[config.mk]
export PLATFORM = sky130hd
export DESIGN_NAME = calc_entry
export DESIGN_NICKNAME = d
export VERILOG_FILES = /design/src/rtl/calc_entry.sv
export SDC_FILE = /design/constraint.sdc
export NUM_CORES = 1
export LEC_CHECK = 0
export CAP_MARGIN = 30
export CORE_ASPECT_RATIO = 1.75
export CORE_MARGIN = 8
export CORE_UTILIZATION = 28
export CTS_CLUSTER_DIAMETER = 30
export DETAILED_ROUTE_END_ITERATION = 7
export PLACE_DENSITY_LB_ADDON = 0.3
export RECOVER_POWER = 100
export SYNTH_ARGS = -nofsm -noshare
export SYNTH_HDL_FRONTEND = slang
export SYNTH_SLANG_ARGS = --single-unit
[constraint.sdc]
create_clock -name clk_i -period 1.8 [get_ports clk_i]
set_clock_uncertainty 0.05 [all_clocks]
set_input_delay 0.54 -clock clk_i [delete_from_list [all_inputs] [get_ports clk_i]]
set_output_delay 0.54 -clock clk_i [all_outputs]
set_load 0.01 [all_outputs]
[src/rtl/calc_entry.sv]
// Keypad entry accumulator: builds a BCD number from key codes, then
// left-normalizes it one digit per cycle and offers it on valid/ready.

package calc_pkg;
  localparam int NumDigits = 8;
  localparam int SigW      = 4 * NumDigits;
  localparam int ExpW      = 8;

  // value = sig * 10^(exp - ExpBias); nibble NumDigits-1 of sig is the MSD
  typedef struct packed {
    logic            sign;
    logic [SigW-1:0] sig;
    logic [ExpW-1:0] exp;
    logic            error;
  } num_t;
endpackage

module calc_entry
  import calc_pkg::*;
#(
  parameter int ExpBias = NumDigits
) (
  input  logic       clk_i,
  input  logic       rst_ni,
  input  logic [3:0] key_i,
  input  logic       key_valid_i,
  output logic       key_ready_o,
  output num_t       entry_o,
  output num_t       num_o,
  output logic       out_valid_o,
  input  logic       out_ready_i
);

  localparam int CntW = $clog2(NumDigits + 1);
  localparam logic [ExpW-1:0] Bias = ExpW'(ExpBias);

  typedef enum logic [1:0] {S_ENTRY, S_NORMALIZE, S_OUTPUT} state_t;

  state_t          state, state_d;
  num_t            work, work_d;
  logic            sign;
  logic [SigW-1:0] sig;
  logic [CntW-1:0] dig_cnt, frac_cnt;
  logic            point;
  logic            key_acc, out_acc, is_digit;

  // key_ready_o tracks S_ENTRY exactly, so the handshake needs no state term
  assign key_acc  = key_valid_i & key_ready_o;
  assign out_acc  = out_valid_o & out_ready_i;
  assign is_digit = (key_i <= 4'd9);

  assign entry_o = '{sign: sign, sig: sig, exp: Bias - ExpW'(frac_cnt), error: 1'b0};
  assign num_o   = out_valid_o ? work : '0;

  // Entry registers: updated by accepted keys, cleared when the operand is taken
  always_ff @(posedge clk_i or negedge rst_ni) begin
    if (!rst_ni) begin
      sign     <= 1'b0;
      sig      <= '0;
      dig_cnt  <= '0;
      frac_cnt <= '0;
      point    <= 1'b0;
    end else if (state == S_OUTPUT && out_acc) begin
      sign     <= 1'b0;
      sig      <= '0;
      dig_cnt  <= '0;
      frac_cnt <= '0;
      point    <= 1'b0;
    end else if (key_acc) begin
      if (is_digit) begin
        // leading zeros before the point carry no information; full entry drops digits
        if (!(dig_cnt == '0 && key_i == 4'd0 && !point) && dig_cnt < CntW'(NumDigits)) begin
          sig     <= {sig[SigW-5:0], key_i};
          dig_cnt <= dig_cnt + 1'b1;
          if (point) frac_cnt <= frac_cnt + 1'b1;
        end
      end else begin
        case (key_i)
          4'hA: point <= 1'b1;
          4'hB: sign  <= ~sign;
          4'hC: begin
            sign     <= 1'b0;
            sig      <= '0;
            dig_cnt  <= '0;
            frac_cnt <= '0;
            point    <= 1'b0;
          end
          default: ;
        endcase
      end
    end
  end

  // Next-state and work-register update
  always_comb begin
    state_d = state;
    work_d  = work;
    case (state)
      S_ENTRY: begin
        if (key_acc && key_i == 4'hD) begin
          work_d  = entry_o;
          state_d = S_NORMALIZE;
        end
      end
      S_NORMALIZE: begin
        if (work.exp != '0 && work.sig[SigW-1 -: 4] == 4'd0) begin
          work_d.sig = {work.sig[SigW-5:0], 4'd0};
          work_d.exp = work.exp - 1'b1;
        end else begin
          if (work.sig == '0) work_d.sign = 1'b0;
          state_d = S_OUTPUT;
        end
      end
      S_OUTPUT: begin
        if (out_acc) state_d = S_ENTRY;
      end
      default: state_d = S_ENTRY;
    endcase
  end

  // State, work register and registered handshake flags
  always_ff @(posedge clk_i or negedge rst_ni) begin
    if (!rst_ni) begin
      state       <= S_ENTRY;
      work        <= '0;
      key_ready_o <= 1'b1;
      out_valid_o <= 1'b0;
    end else begin
      state       <= state_d;
      work        <= work_d;
      key_ready_o <= (state_d == S_ENTRY);
      out_valid_o <= (state_d == S_OUTPUT);
    end
  end

endmodule
==> flow_summary.json <==
{
  "status": "finished with violations",
  "violations": "setup timing",
  "relSlewSlack_pct": 0.859,
  "routed_wl_um": 17300,
  "clock-root-buffer": "clkbuf_16",
  "whs_ns": 0.496,
  "gr-total-overflow": 0,
  "die_width_um": 115,
  "cp_slowest_cell": "or4_4",
  "worstMarginPinSlew_ns": 1.49,
  "crit_chain": "or4_4, a211oi_4, nor2_4, buf_4, buf_16, mux2_4",
  "place_ws_ns": -0.711,
  "critPathKind": "reg -> reg",
  "final.min_clock_period_ns": 2.01,
  "grt_pass1_wl_um": 26800,
  "routedWlPerCell_um": 18.4,
  "final.fill_count": 1565,
  "rsz0062_at_grt": "yes",
  "power.share.clock_pct": 13.4,
  "total_power_mw": 13.4,
  "startpoint_type": "register",
  "vias": 4601,
  "finalSetupViolations": 94,
  "synth-seq-cells": 87,
  "core_area_um2": 16900,
  "io_pins": 94,
  "slowest_delay_ns": 0.54,
  "synth_top_area_share_pct": 44.4,
  "design.die.area_um2": 21900,
  "synth.most_common_cell": "nand2_1",
  "ys_types": 60,
  "synth.cell_area_um2": 4850,
  "ant_nets": 0,
  "antenna_cells": 0,
  "cts_tree": "done",
  "drive_above_1_share_pct": 45.7,
  "synth_commonest_cells": "132 x nand2_1, 86 x dfrtp_1, 46 x and2_1",
  "tns_ns": -11.98,
  "power_switching_mw": 5.20,
  "htree_levels": 3,
  "grt_use_total_pct": 15.8,
  "finalHoldViolations": 0,
  "grt_pass1_vias": 4919,
  "register_area_um2": 2180,
  "postLayoutCoreUtil_pct": 45.9,
  "grt_max_degree": 46,
  "multi_input_area_um2": 2800,
  "maxCapViolCount": 0,
  "p_seq_share_pct": 26.6,
  "worstPathArrival_ns": 2.19,
  "final.period_utilization_pct": 112,
  "yosys_warnings": 0,
  "async_flop_share_pct": 100,
  "numClockSinks": 87,
  "power.internal_mw": 8.20,
  "p_sw_share_pct": 38.8,
  "cts_buffers": 9,
  "avgSynthCellArea_um2": 9.70,
  "crit_path_max_fanout": 10,
  "synth_edf_count": 0,
  "drc": 0,
  "worstSetupEndpointType": "register",
  "placementRows": 63,
  "cts_buffer_depth": 2,
  "io_buffer_count": 91,
  "post_dp_cell_area_um2": 6730,
  "gp_congestion": 0.968,
  "via_per_inst": 4.92,
  "pwr-share-comb_pct": 60.0,
  "hpwl_um": 12300,
  "first_pass_iters": 4,
  "drt_iter0_markers": 293,
  "seq_area_frac_synth_pct": 44.9,
  "start_util_pct": 28.6,
  "layout_setup_ws_ns": -0.215,
  "dp_cells": 880,
  "ir_drop_mv": 0.684,
  "fin_cells": 936,
  "path_clk_slew_ns": 0.07,
  "fmax_ghz": 0.496,
  "synthTopCellsByArea": "dfrtp_1 44%, nand2_1 10%, mux2_4 8.4%",
  "p_per_area_nw_per_um2": 1720,
  "syn_inst": 500,
  "finalMaxSlewViolations": 0,
  "synth_area_leader_cell": "dfrtp_1",
  "syn_to_final_growth_pct": 60.6,
  "worst_hold_path_type": "in -> async",
  "clkLatencyLatePin_ns": 0.34,
  "final_area_um2": 7780,
  "p_leak_nw": 4.01,
  "synth_flop_cell": "dfrtp_1",
  "cp.required_ns": 1.98,
  "die_y_um": 190,
  "nets": 717,
  "antenna_found_initial": 0
}
## cell families after synthesis
group,count (synthesis),share of synthesized area (%)
AOI/OAI and AO/OA,70,11.2
xor gates and xnor gates,3,0.542
adders and majority gates,5,1.29
buffers and inverters,51,5.21
DFF,87,44.9
muxes,50,13.2
other,1,0.0773
and+or+nand+nor,233,23.6
## sequential cells by signal, summed over array words and instances (netlist names)
name,count
point,1
state,2
frac_cnt,4
sig,32
work,41
out_valid_o,1
sign,1
dig_cnt,4
key_ready_o,1
## per-layer routing
metal | share of wire (%) | GRT usage (%) | up-vias
met5 | 0 | 0 | -
met3 | 3.8 | 2.70 | 43
li1 | - | - | 2119
met4 | 4.4 | 8.74 | 0
met1 | 36 | 16.1 | 2310
met2 | 55 | 29.5 | 129
## layout make-up
type / instances / share of cell area, %
multi-input combinational: 363 / 35.9
timing repair buffer: 231 / 28.2
sequential: 87 / 28.0
tap: 227 / 3.65
clock buffer: 11 / 3.25
inverter: 12 / 0.579
clock inverter: 5 / 0.418
## cell usage in the layout (no fill, tap or decap), types with 9 or more instances in the layout
cell type,netlist,routed
clkbuf_16,0,10
dfrtp_1,86,84
buf_12,0,9
mux2_4,27,28
buf_6,3,63
mux2i_1,21,21
and2_4,0,41
buf_4,7,102
a22o_1,17,17
nand2_1,132,129
dlygate4sd2_1,0,35
## final timing paths
kind                           from         end  slack [ns]  depth (start not counted)
hold reg to reg             sig[29]     sig[29]        0.52                          2
min in group clk_i          sig[29]     sig[29]        0.52                          2
hold / removal               rst_ni  dig_cnt[0]        0.50                          1
setup reg to reg           work[39]    work[36]       -0.21                          6
max in group asynchronous    rst_ni     sig[26]        0.19                          2
setup / recovery           work[39]    work[36]       -0.21                          6
## worst max-delay path, delay by kind of cell, from the launching register on
family	cells	cell delay, ns
compound gates	1	0.24
flops	1	0.40
simple gates	2	0.62
mux	1	0.29
buf+inv	2	0.30
## timing repair
item	CTS	global route
gates resized for setup	351	68
pin swaps	17	17
hold buffers	0	0
cloned	4	1
buffers inserted	27	12
setup endpoints to repair	169	136
## power groups by stage
| stage | logic (mW) | clock network (mW) | registers, mW |
|---|---|---|---|
| global placement | 6.41 | 0 | 3.60 |
| global route | 8.68 | 1.90 | 3.65 |
| finish | 8.04 | 1.79 | 3.56 |
| floorplan | 3.37 | 0 | 3.55 |
| detailed placement | 6.57 | 0 | 3.60 |
| CTS | 7.31 | 1.82 | 3.55 |
No activity file was read; power rests on OpenSTA's default activity.
